`src/rtl/mawb_pkg.sv`:
```
// rtl/mawb_pkg.sv - shared widths, selector codes, bundle type and skid-buffer states for mawb_reg
package mawb_pkg;

  localparam int MAWB_WIDTH      = 32;
  localparam int MAWB_REG_ADDR_W = 5;
  localparam int MAWB_SEL_W      = 2;
  localparam int MAWB_W          = 4 * MAWB_WIDTH + MAWB_SEL_W + 1 + MAWB_REG_ADDR_W;

  localparam logic [MAWB_SEL_W-1:0] SEL_RESULT = 2'd0;
  localparam logic [MAWB_SEL_W-1:0] SEL_IMM    = 2'd1;
  localparam logic [MAWB_SEL_W-1:0] SEL_DATA   = 2'd2;
  localparam logic [MAWB_SEL_W-1:0] SEL_ADDR   = 2'd3;

  typedef struct packed {
    logic [MAWB_WIDTH-1:0]      result;
    logic [MAWB_WIDTH-1:0]      imm32;
    logic [MAWB_WIDTH-1:0]      data;
    logic [MAWB_WIDTH-1:0]      addr;
    logic [MAWB_SEL_W-1:0]      sel;
    logic                       regwrite;
    logic [MAWB_REG_ADDR_W-1:0] writereg;
  } mawb_bundle_t;

  // Encoding is {main_v, skid_v}.
  typedef enum logic [1:0] {
    ST_EMPTY = 2'b00,
    ST_ONE   = 2'b10,
    ST_TWO   = 2'b11
  } skid_state_e;

endpackage

```
`src/rtl/mawb_reg_if.sv`:
```
// rtl/mawb_reg_if.sv - MA-side and WB-side handshake/payload signals of mawb_reg
interface mawb_reg_if #(
  parameter int WIDTH      = 32,
  parameter int REG_ADDR_W = 5,
  parameter int SEL_W      = 2
);
  logic                  FlushIn;
  logic                  ValidIn;
  logic                  ReadyOut;
  logic [WIDTH-1:0]      ResultIn;
  logic [WIDTH-1:0]      Imm32In;
  logic [WIDTH-1:0]      DataIn;
  logic [WIDTH-1:0]      AddrIn;
  logic [SEL_W-1:0]      SelectorIn;
  logic                  RegWriteIn;
  logic [REG_ADDR_W-1:0] WriteRegIn;
  logic                  ValidOut;
  logic                  ReadyIn;
  logic [WIDTH-1:0]      ResultOut;
  logic [WIDTH-1:0]      Imm32Out;
  logic [WIDTH-1:0]      DataOut;
  logic [WIDTH-1:0]      AddrOut;
  logic [SEL_W-1:0]      SelectorOut;
  logic [REG_ADDR_W-1:0] WriteRegOut;
  logic                  WbEnOut;
  logic [31:0]           RetiredOut;

  modport master (
    output FlushIn, ValidIn, ResultIn, Imm32In, DataIn, AddrIn, SelectorIn,
           RegWriteIn, WriteRegIn, ReadyIn,
    input  ReadyOut, ValidOut, ResultOut, Imm32Out, DataOut, AddrOut,
           SelectorOut, WriteRegOut, WbEnOut, RetiredOut
  );

  modport slave (
    input  FlushIn, ValidIn, ResultIn, Imm32In, DataIn, AddrIn, SelectorIn,
           RegWriteIn, WriteRegIn, ReadyIn,
    output ReadyOut, ValidOut, ResultOut, Imm32Out, DataOut, AddrOut,
           SelectorOut, WriteRegOut, WbEnOut, RetiredOut
  );
endinterface

```
`src/rtl/skid_buf2.sv`:
```
// rtl/skid_buf2.sv - generic 2-entry skid buffer with registered ready and synchronous flush
module skid_buf2
  import mawb_pkg::*;
#(
  parameter int W = 8
) (
  input  logic         clk,
  input  logic         reset,
  input  logic         flush_i,
  input  logic         in_valid_i,
  output logic         in_ready_o,
  input  logic [W-1:0] in_data_i,
  output logic         out_valid_o,
  input  logic         out_ready_i,
  output logic [W-1:0] out_data_o
);

  skid_state_e  state_q, state_d;
  logic [W-1:0] main_q, main_d;
  logic [W-1:0] skid_q, skid_d;
  logic         in_fire;
  logic         out_fire;

  // Ready depends only on state, so downstream stalls never reach MA combinationally.
  assign in_ready_o  = (state_q != ST_TWO);
  assign out_valid_o = (state_q != ST_EMPTY);
  assign out_data_o  = main_q;
  assign in_fire     = in_valid_i & in_ready_o;
  assign out_fire    = out_valid_o & out_ready_i;

  always_comb begin
    state_d = state_q;
    main_d  = main_q;
    skid_d  = skid_q;
    unique case (state_q)
      ST_EMPTY: begin
        if (in_fire) begin
          state_d = ST_ONE;
          main_d  = in_data_i;
        end
      end
      ST_ONE: begin
        if (in_fire && out_fire) begin
          main_d = in_data_i;
        end else if (in_fire) begin
          state_d = ST_TWO;
          skid_d  = in_data_i;
        end else if (out_fire) begin
          state_d = ST_EMPTY;
        end
      end
      ST_TWO: begin
        if (out_fire) begin
          state_d = ST_ONE;
          main_d  = skid_q;
        end
      end
      default: state_d = ST_EMPTY;
    endcase
    if (flush_i) begin
      state_d = ST_EMPTY;
    end
  end

  always_ff @(posedge clk or posedge reset) begin
    if (reset) begin
      state_q <= ST_EMPTY;
      main_q  <= '0;
      skid_q  <= '0;
    end else begin
      state_q <= state_d;
      main_q  <= main_d;
      skid_q  <= skid_d;
    end
  end

endmodule

```
`src/rtl/mawb_reg.sv`:
```
// rtl/mawb_reg.sv - MA/WB pipeline register: skid-buffered bundle, write strobe, retired counter
module mawb_reg
  import mawb_pkg::*;
#(
  parameter int WIDTH      = MAWB_WIDTH,
  parameter int REG_ADDR_W = MAWB_REG_ADDR_W,
  parameter int SEL_W      = MAWB_SEL_W
) (
  input  logic     clk,
  input  logic     reset,
  mawb_reg_if.slave bus
);

  localparam int PW = 4 * WIDTH + SEL_W + 1 + REG_ADDR_W;

  logic [PW-1:0]         in_flat;
  logic [PW-1:0]         out_flat;
  logic                  head_regwrite;
  logic                  out_fire;
  logic [31:0]           retired_q, retired_d;

  assign in_flat = {bus.ResultIn, bus.Imm32In, bus.DataIn, bus.AddrIn,
                    bus.SelectorIn, bus.RegWriteIn, bus.WriteRegIn};

  skid_buf2 #(
    .W (PW)
  ) u_skid (
    .clk         (clk),
    .reset       (reset),
    .flush_i     (bus.FlushIn),
    .in_valid_i  (bus.ValidIn),
    .in_ready_o  (bus.ReadyOut),
    .in_data_i   (in_flat),
    .out_valid_o (bus.ValidOut),
    .out_ready_i (bus.ReadyIn),
    .out_data_o  (out_flat)
  );

  assign {bus.ResultOut, bus.Imm32Out, bus.DataOut, bus.AddrOut,
          bus.SelectorOut, head_regwrite, bus.WriteRegOut} = out_flat;

  assign out_fire    = bus.ValidOut & bus.ReadyIn;
  // Register 0 is hard-wired zero, so its writes are dropped here.
  assign bus.WbEnOut = out_fire & head_regwrite & (bus.WriteRegOut != '0);

  // A consumer that took the head during a flush still retired it.
  always_comb begin
    retired_d = retired_q;
    if (out_fire) begin
      retired_d = retired_q + 32'd1;
    end
  end

  always_ff @(posedge clk or posedge reset) begin
    if (reset) begin
      retired_q <= '0;
    end else begin
      retired_q <= retired_d;
    end
  end

  assign bus.RetiredOut = retired_q;

endmodule

```
`src/flat_wrapper.sv`:
```
// flat-port wrapper written by rule: the top's interface ports become plain ports
module mawb_reg_flat import mawb_pkg::*;
#(
  parameter int WIDTH      = MAWB_WIDTH,
  parameter int REG_ADDR_W = MAWB_REG_ADDR_W,
  parameter int SEL_W      = MAWB_SEL_W
)
  (clk, reset, bus_FlushIn, bus_ValidIn, bus_ResultIn, bus_Imm32In, bus_DataIn, bus_AddrIn, bus_SelectorIn, bus_RegWriteIn, bus_WriteRegIn, bus_ReadyIn, bus_ReadyOut, bus_ValidOut, bus_ResultOut, bus_Imm32Out, bus_DataOut, bus_AddrOut, bus_SelectorOut, bus_WriteRegOut, bus_WbEnOut, bus_RetiredOut);
  mawb_reg_if #(.WIDTH(WIDTH), .REG_ADDR_W(REG_ADDR_W), .SEL_W(SEL_W)) bus_i ();
  input  logic clk;
  input  logic reset;
  input wire logic [$bits(bus_i.FlushIn)-1:0] bus_FlushIn;
  input wire logic [$bits(bus_i.ValidIn)-1:0] bus_ValidIn;
  input wire logic [$bits(bus_i.ResultIn)-1:0] bus_ResultIn;
  input wire logic [$bits(bus_i.Imm32In)-1:0] bus_Imm32In;
  input wire logic [$bits(bus_i.DataIn)-1:0] bus_DataIn;
  input wire logic [$bits(bus_i.AddrIn)-1:0] bus_AddrIn;
  input wire logic [$bits(bus_i.SelectorIn)-1:0] bus_SelectorIn;
  input wire logic [$bits(bus_i.RegWriteIn)-1:0] bus_RegWriteIn;
  input wire logic [$bits(bus_i.WriteRegIn)-1:0] bus_WriteRegIn;
  input wire logic [$bits(bus_i.ReadyIn)-1:0] bus_ReadyIn;
  output wire logic [$bits(bus_i.ReadyOut)-1:0] bus_ReadyOut;
  output wire logic [$bits(bus_i.ValidOut)-1:0] bus_ValidOut;
  output wire logic [$bits(bus_i.ResultOut)-1:0] bus_ResultOut;
  output wire logic [$bits(bus_i.Imm32Out)-1:0] bus_Imm32Out;
  output wire logic [$bits(bus_i.DataOut)-1:0] bus_DataOut;
  output wire logic [$bits(bus_i.AddrOut)-1:0] bus_AddrOut;
  output wire logic [$bits(bus_i.SelectorOut)-1:0] bus_SelectorOut;
  output wire logic [$bits(bus_i.WriteRegOut)-1:0] bus_WriteRegOut;
  output wire logic [$bits(bus_i.WbEnOut)-1:0] bus_WbEnOut;
  output wire logic [$bits(bus_i.RetiredOut)-1:0] bus_RetiredOut;
  assign bus_i.FlushIn = bus_FlushIn;
  assign bus_i.ValidIn = bus_ValidIn;
  assign bus_i.ResultIn = bus_ResultIn;
  assign bus_i.Imm32In = bus_Imm32In;
  assign bus_i.DataIn = bus_DataIn;
  assign bus_i.AddrIn = bus_AddrIn;
  assign bus_i.SelectorIn = bus_SelectorIn;
  assign bus_i.RegWriteIn = bus_RegWriteIn;
  assign bus_i.WriteRegIn = bus_WriteRegIn;
  assign bus_i.ReadyIn = bus_ReadyIn;
  assign bus_ReadyOut = bus_i.ReadyOut;
  assign bus_ValidOut = bus_i.ValidOut;
  assign bus_ResultOut = bus_i.ResultOut;
  assign bus_Imm32Out = bus_i.Imm32Out;
  assign bus_DataOut = bus_i.DataOut;
  assign bus_AddrOut = bus_i.AddrOut;
  assign bus_SelectorOut = bus_i.SelectorOut;
  assign bus_WriteRegOut = bus_i.WriteRegOut;
  assign bus_WbEnOut = bus_i.WbEnOut;
  assign bus_RetiredOut = bus_i.RetiredOut;
  mawb_reg #(.WIDTH(WIDTH), .REG_ADDR_W(REG_ADDR_W), .SEL_W(SEL_W)) u_core (.clk(clk), .reset(reset), .bus(bus_i));
endmodule
```
`config.mk`:
```
export PLATFORM = sky130hd
export DESIGN_NAME = mawb_reg_flat
export DESIGN_NICKNAME = d
export VERILOG_FILES = /design/src/rtl/mawb_pkg.sv /design/src/rtl/mawb_reg_if.sv /design/src/rtl/skid_buf2.sv /design/src/rtl/mawb_reg.sv /design/src/flat_wrapper.sv
export SDC_FILE = /design/constraint.sdc
export NUM_CORES = 1
export LEC_CHECK = 0
export ABC_AREA = 1
export CAP_MARGIN = 20
export CORE_MARGIN = 2
export CORE_UTILIZATION = 25
export CTS_CLUSTER_SIZE = 24
export DETAILED_ROUTE_END_ITERATION = 6
export PLACE_DENSITY = 0.56
export SLEW_MARGIN = 10
export SYNTH_ARGS = -nofsm -noshare
export SYNTH_HDL_FRONTEND = slang
export SYNTH_SLANG_ARGS = --single-unit
```
`constraint.sdc`:
```
create_clock -name clk -period 15.3 [get_ports clk]
set_clock_uncertainty 0.15 [all_clocks]
set_input_delay 2.295 -clock clk [delete_from_list [all_inputs] [get_ports clk]]
set_output_delay 2.295 -clock clk [all_outputs]
set_load 0.005 [all_outputs]
```
# After elaboration in Yosys (flattened, before gate mapping)
# Cells that the tools add are included.
# classes
n_addsub	1
n_eq_ne	10
muxes	11
bitwise_logic	5
n_reduce_logical	8
# ops
cell	n
136-bit two-way mux	3
136-bit one-hot mux with 3 select lines	1
32-bit by 1-bit adder with 32-bit output (second input constant)	1
2-bit two-way mux	6
4-bit AND reduction	2
2-bit != test (second input constant)	3
3-bit != test (second input constant)	2
2-bit one-hot mux with 3 select lines	1
5-bit nonzero test	1
1-bit AND	4
2-bit equality test (second input constant)	2
4-bit by 3-bit != test with 1-bit output (second input constant)	1
3-bit by 2-bit != test with 1-bit output (second input constant)	1
3-bit AND reduction	1
3-bit nonzero test	1
2-bit logical NOT	1
2-bit by 1-bit != test with 1-bit output (second input constant)	1
2-bit nonzero test	1
1-bit logical AND	1
1-bit NOT	1
# word_totals
regBits	306
in_bits	141
output_inout_bits	170
wordCells	39

# Logic depth before layout (Yosys ltp)
# depth
depth_word	7
mapped_depth	11
depth_no_buf	10

# Hierarchy
# From an unflattened synthesis, not the netlist that was laid out.
# unflattened
cells_unflattened	1751
hier_area_um2	14088.5
# by_module_without_submodules
mod	n_inst	cells_each	area_each_um2	seq_area_each_um2
skid_buf2	1	1506	12182.9	6856.6
mawb_reg	1	245	1905.6	800.8

# Worst setup path before layout
# Ideal clock, no wire load.
# synth_path
kind	in2out
from	input bus_ReadyIn
to	output bus_WbEnOut
arrival_ps	2597
t_required_ps	12855
path_slack_ps	10258
cell_stages	4
path_buffers	0
path_cell_list	inv_2 -> nor2_4 -> nand3_1 -> inv_1
# synth_between
elab_chain_cells	3
# synth_lines
element	line	source
start: declaration	flat_wrapper.sv:21	input wire logic [$bits(bus_i.ReadyIn)-1:0] bus_ReadyIn;
1-bit AND	mawb_reg.sv:42	assign out_fire = bus.ValidOut & bus.ReadyIn;
1-bit AND (2 in a row)	mawb_reg.sv:44	assign bus.WbEnOut = out_fire & head_regwrite & (bus.WriteRegOut != '0);
end: declaration	flat_wrapper.sv:30	output wire logic [$bits(bus_i.WbEnOut)-1:0] bus_WbEnOut;
# Every way passes these cells.

# Worst setup path in the final report
# Ends and elaborated chain as after synthesis.

==> impl_metrics.tcl <==
set metrics [dict create \
    fin_ws_ns 9.07 \
    finalCritPeriodShare 0.407 \
    pre_cts_slack_ns 8.80 \
    tightest_slew_ns 1.07 \
    yosys-top-cells-area "dfrtp_1 (53%), nand2_1 (13%), o21ai_0 (11%)" \
    wire_per_inst_um 14.2 \
    startpoint "bus_ReadyIn" \
    synth_top_area_share 0.529 \
    hold_violations 0 \
    yosys.area.top_type "dfrtp_1" \
    cp.arrival_ns 3.79 \
    die_area_um2 59800 \
    yosysWarnings 0 \
    grt_max_degree 178 \
    clk_latency_ns 0.56 \
    h-tree-depth 2 \
    die_w_um 245 \
    areaGrowthSynthToFinish_pct 28.4 \
    cts_buffers 40 \
    fin_area_um2 18600 \
    dr.first_iter.drc_count 805 \
    drv_slew 0 \
    antenna_found_initial 7 \
    p_per_area_nw_per_um2 187 \
    post_cts_buffers 0 \
    gp_congestion 0.873 \
    fill_cells 5952 \
    clk_pin_slew_ns 0.06 \
    ctsLongestPathBuffers 3 \
    yosysSeqAreaShare 0.529 \
    worstPathRequired_ns 12.86 \
    fin_setup_tns_ns 0 \
    layout_common_cells "nand2_1 (511), o21ai_0 (332), clkdlybuf4s50_1 (310)" \
    netlist_area_um2 14500 \
    numClockSinks 306 \
    cts_resized 0 \
    r2r_start "u_core.u_skid.state_q[0]" \
    clockRootBuffer "clkbuf_16" \
    hp-class "flip-flop to flip-flop" \
    drt_pass1_iterations 7 \
    portBuffers 310 \
    place_area_um2 17100 \
    dp_cells 2602 \
    postRouteAntennaNets 0 \
    coreArea_um2 57500 \
    critPathLaunchType "primary input" \
    finalSetupViolations 0 \
    rows 88 \
    grt_pass1_vias 11100 \
    hold_slack_ns 0.328 \
    hold_buffers 0 \
    cts_tree "done" \
    finish.net_count 2027 \
    antennaDiodeCount 0 \
    reg2reg_slack_ns 10.88 \
    cap_violations 0 \
    cellLeakagePower_nw 8.81 \
    hp-start "u_core.u_skid.skid_q[102]" \
    relSlewSlack 0.286 \
    synth_cell_types 25 \
    grtUsageTotal 0.128 \
    total_power_mw 3.48 \
    grt_overflow 0 \
    start_util 0.252 \
    avgViaCountPerCell 4.23 \
    die_y_um 245 \
    criticalPathCategory "primary input to primary output" \
    ios 311 \
    remaining_drc_errors 0 \
    cp-end-kind "primary output" \
    final_core_util 0.323 \
    syn_nets 1894 \
    peakVddDrop_mv 0.0866 \
    path_max_fanout 8 \
    final_common_cell "nand2_1" \
    fin_crit_ns 6.23 \
    fmax_mhz 160 \
    netlist_instances 1747 \
    drive_above_1_share 0.0477 \
    vias 11300 \
    synth_seq_cells 306 \
    status "finished, final reports clean" \
    avgSynthCellArea_um2 8.28 \
    hpwl_mm 25.1 \
    rsz0062_at_grt "false" \
    wl_mm 37.9 \
    grt_pass1_wl_mm 61.6 \
    fin_cells 2674 \
]
[cells by family after synthesis]
kind of cell / after synthesis / synth area share
simple gates: 605 / 0.164
fa+ha+maj: 6 / 0.00519
compound gates: 413 / 0.144
xor+xnor: 14 / 0.00848
flops: 306 / 0.529
buf+inv: 403 / 0.148
[critical path, stage by stage]
cell and delay (ns):
clkdlybuf4s50_1 0.54, inv_2 0.06, nor2_4 0.18, nand3_1 0.15, inv_1 0.08, clkdlybuf4s50_1 0.49
[worst paths after layout]
path / end / depth (start not counted)
setup / recovery: bus_WbEnOut / 6
hold / removal: u_core.u_skid.skid_q[102] / 2
setup reg to reg: u_core.u_skid.out_data_o[55] / 10
hold reg to reg: u_core.u_skid.skid_q[102] / 2
max in group asynchronous: u_core.u_skid.out_data_o[4] / 3
min in group asynchronous: u_core.u_skid.out_data_o[133] / 2
[synth_stat cells]
master	n
nand3b_1	9
nand2_1	512
dfrtp_1	306
inv_2	2
nand3_1	22
nor2_4	1
nor2_1	46
xnor2_1	3
nand4_1	8
nor2_2	2
ha_1	6
nand3_2	1
buf_1	3
o21ai_0	332
o21ai_1	74
a21oi_1	1
buf_2	31
nand2_2	1
buf_4	135
o21ai_2	6
clkbuf_1	46
nor3_1	3
buf_6	11
inv_1	175
xor2_1	11
[routing by layer]
| metal | track usage | routed length (um) |
|---|---|---|
| met5 | 0 | 91 |
| met4 | 0.0380 | 923 |
| met3 | 0.0395 | 2480 |
| met2 | 0.204 | 17400 |
| met1 | 0.167 | 17000 |
[final cells by class]
cell class / instances / area, um2 / area share
Timing Repair Buffer: 317 / 3190 / 0.172
Tap cell: 765 / 957 / 0.0515
Sequential cell: 306 / 7660 / 0.412
Multi-Input combinational cell: 1038 / 4680 / 0.252
Clock inverter: 20 / 278 / 0.0150
Inverter: 177 / 679 / 0.0366
Clock buffer: 51 / 1130 / 0.0610
[flip-flops by register name, indices dropped and copies added (netlist names)]
signal	count
u_core.u_skid.skid_q	136
u_core.bus.RetiredOut	32
u_core.u_skid.state_q	2
u_core.u_skid.out_data_o	136
[power breakdown]
| part | total (mW) | internal, mW | leakage (nW) | switching [mW] |
|---|---|---|---|---|
| combinational | 1.10 | 0.546 | 4.29 | 0.559 |
| sequential | 1.36 | 1.17 | 3.83 | 0.199 |
| clock | 1.01 | 0.627 | 0.694 | 0.381 |
| total | 3.48 | 2.34 | 8.81 | 1.14 |
No activity file was read; power rests on OpenSTA's default activity.
